[config.mk]
export PLATFORM = sky130hd
export DESIGN_NAME = gate_sweep_ctrl_311
export DESIGN_NICKNAME = d
export VERILOG_FILES = /design/src/rtl/gate_sweep_ctrl_311.sv
export SDC_FILE = /design/constraint.sdc
export NUM_CORES = 1
export LEC_CHECK = 0
export CAP_MARGIN = 25
export CORE_UTILIZATION = 44
export CTS_BUF_LIST = sky130_fd_sc_hd__clkbuf_16
export DETAILED_ROUTE_END_ITERATION = 6
export PLACE_DENSITY = 0.71
export SYNTH_ARGS = -nofsm -noshare
export SYNTH_HDL_FRONTEND = slang
export SYNTH_SLANG_ARGS = --single-unit
[constraint.sdc]
create_clock -name clk_311 -period 1.8 [get_ports clk_311]
set_input_delay 0.45 -clock clk_311 [delete_from_list [all_inputs] [get_ports clk_311]]
set_output_delay 0.45 -clock clk_311 [all_outputs]
set_load 0.005 [all_outputs]
[src/rtl/gate_sweep_ctrl_311.sv]
// gate_sweep_ctrl_311: drives a/b through 00,01,10,11 and checks the seven
// outputs of the g_311 gate unit against their truth table after each step.
module gate_sweep_ctrl_311 #(
    parameter int unsigned SETTLE = 2
) (
    input  logic       clk_311,
    input  logic       rst_311,
    input  logic       start_311,
    output logic       a_311,
    output logic       b_311,
    input  logic       not_311,
    input  logic       or_311,
    input  logic       and_311,
    input  logic       nand_311,
    input  logic       nor_311,
    input  logic       xor_311,
    input  logic       xnor_311,
    output logic       busy_311,
    output logic       done_311,
    output logic       pass_311,
    output logic [3:0] fail_vec_311,
    output logic [6:0] err_mask_311
);

    typedef enum logic [1:0] {
        S_IDLE,
        S_SETTLE,
        S_CHECK,
        S_DONE
    } state_t;

    localparam logic [3:0] CNT_INIT = 4'(SETTLE - 1);

    state_t     state;
    state_t     state_nxt;
    logic [1:0] step;
    logic [3:0] cnt;
    logic [6:0] actual;
    logic [6:0] expected;
    logic [6:0] mism;

    // Truth table for the operands currently driven, and per-output mismatch
    always_comb begin
        expected = {~a_311,
                    a_311 | b_311,
                    a_311 & b_311,
                    ~(a_311 & b_311),
                    ~(a_311 | b_311),
                    a_311 ^ b_311,
                    ~(a_311 ^ b_311)};
        actual   = {not_311, or_311, and_311, nand_311,
                    nor_311, xor_311, xnor_311};
        mism     = actual ^ expected;
    end

    // State register
    always_ff @(posedge clk_311) begin
        if (rst_311) state <= S_IDLE;
        else         state <= state_nxt;
    end

    // Next-state logic
    always_comb begin
        state_nxt = state;
        unique case (state)
            S_IDLE:   if (start_311) state_nxt = S_SETTLE;
            S_SETTLE: if (cnt == 4'd0) state_nxt = S_CHECK;
            S_CHECK:  state_nxt = (step == 2'd3) ? S_DONE : S_SETTLE;
            S_DONE:   state_nxt = S_IDLE;
        endcase
    end

    // Operand, settle counter and result registers
    always_ff @(posedge clk_311) begin
        if (rst_311) begin
            a_311        <= 1'b0;
            b_311        <= 1'b0;
            step         <= 2'd0;
            cnt          <= 4'd0;
            pass_311     <= 1'b0;
            fail_vec_311 <= 4'd0;
            err_mask_311 <= 7'd0;
        end else begin
            unique case (state)
                S_IDLE: begin
                    if (start_311) begin
                        step         <= 2'd0;
                        a_311        <= 1'b0;
                        b_311        <= 1'b0;
                        cnt          <= CNT_INIT;
                        pass_311     <= 1'b0;
                        fail_vec_311 <= 4'd0;
                        err_mask_311 <= 7'd0;
                    end
                end
                S_SETTLE: begin
                    if (cnt != 4'd0) cnt <= cnt - 4'd1;
                end
                S_CHECK: begin
                    err_mask_311       <= err_mask_311 | mism;
                    fail_vec_311[step] <= |mism;
                    if (step == 2'd3) begin
                        // final verdict includes this last step's mismatches
                        pass_311 <= ((err_mask_311 | mism) == 7'd0);
                    end else begin
                        step           <= step + 2'd1;
                        {a_311, b_311} <= step + 2'd1;
                        cnt            <= CNT_INIT;
                    end
                end
                S_DONE: begin
                    // operands park at 00 once the sweep completes
                    a_311 <= 1'b0;
                    b_311 <= 1'b0;
                end
            endcase
        end
    end

    assign busy_311 = (state != S_IDLE);
    assign done_311 = (state == S_DONE);

endmodule

Yosys cells after proc, flatten, opt, wreduce, memory -nomap -nowiden. Cells that the tools add are included.

Add/sub/neg operators: 2. Magnitude comparators: 2. Equal/unequal tests: 9. Multiplexer cells: 25. Bitwise gates (word level): 9. Reduce and logical (&&, ||, !) cells: 16.

Operators by type and width (number): 2-to-1 mux 4 bit (4); case mux 7 bit (2 select lines) (1); case mux 4 bit (3 select lines) (1); 2-to-1 mux 2 bit (5); inequality test 2 bit (second input constant) (5); AND reduction 3 bit (3); case mux 2 bit (4 select lines) (1); case mux 4 bit (2 select lines) (1); zero test 7 bit (1); 2-to-1 mux 7 bit (1); bitwise OR 7 bit (1); OR reduction 7 bit (1); bitwise XOR 7 bit (1); == test 2 bit (second input constant) (3); case mux 1 bit (3 select lines) (2); nonzero test 3 bit (2); 2-to-1 mux 1 bit (5); bitwise mux 4 bit (1); zero test 4 bit (1); inverter 1 bit (4); case mux 2 bit (2 select lines) (1); AND reduction 2 bit (2); AND reduction 4 bit (1); nonzero test 2 bit (2); 13 further kinds (13).

Register bits after elaboration: 22. Output and inout port bits: 16. Word-level logic and storage cells: 71.

Longest topological paths before layout.
Depth in word-level cells: 7. Depth in mapped cells: 6.

Worst setup path after synthesis. Ideal clock, no wire load.

Kind: reg-to-reg. From: reg a_311. To: reg fail_vec_311[1]. Library setup time: 0.132 ns. Data arrival time: 1.459 ns. Data required time: 1.668 ns. Path slack: 0.209 ns. Cell stages (with the launch flop): 7. Cell sequence: dfxtp_1 inv_1 ha_1 nor3b_1 o21ai_1 a221oi_2 o31ai_1.

Cells in the longest elaborated chain, start to end: 6.

RTL lines: from (decl) (RTL line 9) `output logic a_311,`; from (signal assigned) (RTL line 107) `{a_311, b_311} <= step + 2'd1;`; bitwise XOR 1 bit (tied with other cells) (RTL line 49, 50); inverter 1 bit (on tied branches) (RTL line 50, 47, 48); bitwise XOR 7 bit * (RTL line 53) `mism = actual ^ expected;`; OR reduction 7 bit * (RTL line 101) `fail_vec_311[step] <= |mism;`; bitwise mux 4 bit * (RTL line 101); case mux 4 bit (2 select lines) * (RTL line 84) `unique case (state)`; to (signal, indexed assignment) (RTL line 101); to (decl) (RTL line 21) `output logic [3:0] fail_vec_311,`.

Every way passes the cells marked *; elsewhere a longest branch is shown, timed or not. A chain may end at the register's enable or synchronous reset.

Worst setup path after layout.
From: reg state[1]. To: out busy_311.

Cells in the longest elaborated chain, start to end: 1.

RTL lines: from (decl) (RTL line 34) `state_t state;`; from (signal assigned) (RTL line 59) `else state <= state_nxt;`; nonzero test 2 bit (RTL line 120) `assign busy_311 = (state != S_IDLE);`; to (decl) (RTL line 18) `output logic busy_311,`.

No other way between the ends.

==> summary.txt <==
Final layout
  • Commonest cells after routing, fill and taps aside: clkdlybuf4s50_1, dfxtp_1, nor2_1
  • Post-Layout Inst Area: around 0.0016 mm2
  • # diodes: 0
  • Layout area overhead: 39.0%
  • Most common cell after layout, fill and taps aside: clkdlybuf4s50_1
  • Share of cells above drive strength 1: 0.151
  • Final Net Count: 184
  • # fillers: ~200

Routing
  • 1st-pass router iterations: 4
  • Residual DRC: 0
  • Routed vias: 1065
  • Routed wire per std cell: 13.5 um
  • Vias/cell: around 5.4
  • ANT nets after route: 0
  • Drt total wl: about 2.7 mm
  • Iter 0 DRT Violations: 19

Critical path
  • CP max stage cell: clkdlybuf4s50_1
  • CP Cell Sequence: or2_2, clkdlybuf4s50_1
  • Critical Path Source Type: register
  • Worst EP required: 1.35 ns
  • RR Startpoint: cnt[0]
  • Crit path from: state[1]
  • Crit Path Class: reg2out
  • Reg2reg end: cnt[1]
  • R2R Setup Slk: 0.15 ns
  • WP data arrival: 1.30 ns
  • Crit. End Element: primary output
  • Reg2Reg Depth: 6
  • Crit path max fanout: 3
  • Crit-path max cell delay: 0.44 ns

Timing
  • Hold WS: 0.495 ns
  • Final period util: 0.974
  • Final Hold Viols: 0
  • RSZ-0062 raised after global routing: no
  • Fmax: 571 MHz
  • Final setup skew: around 0.0015 ns
  • Period minus WS final: 1.75 ns
  • Slew @ Worst Pin: 0.394 ns
  • Setup ws final: 0.0475 ns
  • Slew headroom: 0.737
  • Final Max Slew Viols: 0
  • Setup violations, final: 0

Global routing
  • First-pass GRT wire length: 4.26 mm
  • Number of antenna violations at the first check in global routing: 0
  • Total track usage: 0.204
  • Vias in the first global route: 964
  • Largest net degree at the start of global routing: 21
  • Total grt overflow: 0

Die
  • I/O pin cnt: 26
  • Die width: about 54 um
  • Core box area: about 0.0025 mm2
  • Site Rows: 18
  • Die Ht: 53.7 um
  • Initial core utilization: 0.471
  • Die area: 0.00289 mm2

Logic synthesis
  • Gate Count Post-Synth: 132
  • Post-synth EDFFs: 0
  • Synthesized Nets: approximately 150
  • Fraction of registers with async set/reset: 0
  • FF+latch count, synth: 22
  • Mapped Area: 0.00118 mm2
  • Distinct cell type count after synthesis: 40
  • Synth warnings: 0
  • Post-Syn Area per Cell: 8.92 um2
  • Post-synthesis sequential area ratio: 0.374
  • Leading area contributor after synthesis: dfxtp_1
  • Synth area leaders: dfxtp_1, ha_1, a22oi_1, xor2_1, nor2_1
  • Synth Flop Type: dfxtp_1
  • Synth top area share: 0.374

Power and ir drop
  • NetSw: 0.000290 W
  • Clock share of power: 0.382
  • Power per cell area: 745 mW/mm2
  • Flop pwr share: 0.427
  • Sw Ratio: 0.238
  • Combinational Power Share: 0.191
  • Worst vdd ir: between 0.0005 and 0.0006 V
  • P_leak: 0.616 nW
  • Int Pwr: between 0.0009 and 0.001 W
  • Tot Pwr: 0.00122 W

Placed design
  • Placed cell areas: 0.00154 mm2
  • Post-Place Setup Slack: -0.118 ns
  • GP Congestion: 0.786
  • IO buf count: 25
  • HPWL Detailed: 2.01 mm

Clocking
  • Setup bufs post-CTS: 0
  • Worst skew pair latency: 0.25 ns
  • # resized after CTS: 0
  • Clock buffer count from CTS: 3
  • Clock buffer depth: 2
  • Clock-pin transition on the worst setup and hold timing paths: 0.06 ns
  • Htree depth: 1
  • Root Driver: clkbuf_16
  • CTS Hold Bufs: 0
  • CTS tree: done
  • CTS Sinks: 22

Worst hold path
  • WHS Endpoint: cnt[0]
  • Hold depth: 1
  • Hold Path Class: reg2reg
  • Min-delay src: cnt[0]

Job
  • Max-cap viol count: 0

Outcome
  • Status: completed
how the worst max path moves through the flow:
stage / end / slack, ns / cells past startpoint
after floorplan: fail_vec_311[1] / 0.21 / 6
after global placement: fail_vec_311[2] / -0.10 / 5
after detailed placement: fail_vec_311[1] / -0.12 / 5
after CTS: busy_311 / 0.04 / 2
after global routing: busy_311 / 0.02 / 2
final: busy_311 / 0.05 / 2
flip-flops by register name (all words and copies together) (netlist names):
signal / count
b_311: 1
err_mask_311: 7
a_311: 1
cnt: 4
fail_vec_311: 4
step: 2
pass_311: 1
state: 2
final cells by class:
cell class,instances,area (um2),share of cell area
Tap cell,30,37.5,0.0229
Inverter,7,26.3,0.0161
Clock inverter,1,3.75,0.00229
Multi-Input combinational cell,96,698,0.427
Timing Repair Buffer,37,353,0.216
Sequential cell,22,443,0.271
Clock buffer,3,75.1,0.0459
routing by layer:
layer	up-vias	share of wire	wire length [um]	track usage
met2	21	0.46	1210	0.315
met5	-	0	0	0
met4	0	0.017	46	0.0921
met1	497	0.49	1300	0.284
li1	542	-	-	-
met3	5	0.037	98	0.0169
synthesized netlist by cell type, types with 2 or more instances:
cell type and count:
dfxtp_1 22, nor2_1 13, a22oi_1 8, ha_1 7, inv_1 7, xor2_1 6, nand2_1 5, nand2b_1 5
a21oi_1 4, clkbuf_1 4, nand4b_1 4, nor3_1 4, o31ai_1 4, buf_2 3, nand3b_1 3, xnor2_1 3
a32oi_1 2, nand3_1 2, nor2b_1 2, nor3b_1 2, o21ai_0 2, or3_1 2
critical path: cells and delay by family, from the launching register on:
kind | cells | cell delay [ns]
buffers and inverters | 1 | 0.44
DFF | 1 | 0.32
and+or+nand+nor | 1 | 0.29
logic make-up (layout without fill, tap and decap cells):
| kind of cell | count (synthesis) | count (layout) | share of synthesized area |
|---|---|---|---|
| AO/OA/AOI/OAI | 27 | 27 | 0.167 |
| XOR/XNOR | 9 | 9 | 0.0670 |
| adder cells (fa/ha/maj) | 7 | 7 | 0.0744 |
| AND/OR/NAND/NOR | 53 | 53 | 0.270 |
| flip-flops | 22 | 22 | 0.374 |
| buffers and inverters | 14 | 48 | 0.0478 |
power by group through the flow:
| stage | Clock (W) | Sequential [W] | Combinational [W] |
|---|---|---|---|
| final | 0.000466 | 0.000521 | 0.000232 |
| after global routing | 0.000489 | 0.000524 | 0.000257 |
| after CTS | 0.000472 | 0.000521 | 0.000230 |
| after detailed placement | 0 | 0.000532 | 0.000226 |
| after global placement | 0 | 0.000530 | 0.000221 |
| after floorplan | 0 | 0.000528 | 0.000134 |
stage by stage:
step | std cells | utilization | setup TNS [ns]
final | 196 | 0.655 | 0
after global routing | 196 | 0.655 | 0
after CTS | 196 | 0.647 | 0
after detailed placement | 192 | 0.615 | -0.563
after global placement | 192 | 0.615 | -0.505
after floorplan | 132 | - | 0
Note: power is estimated with default switching activity, not from simulation.
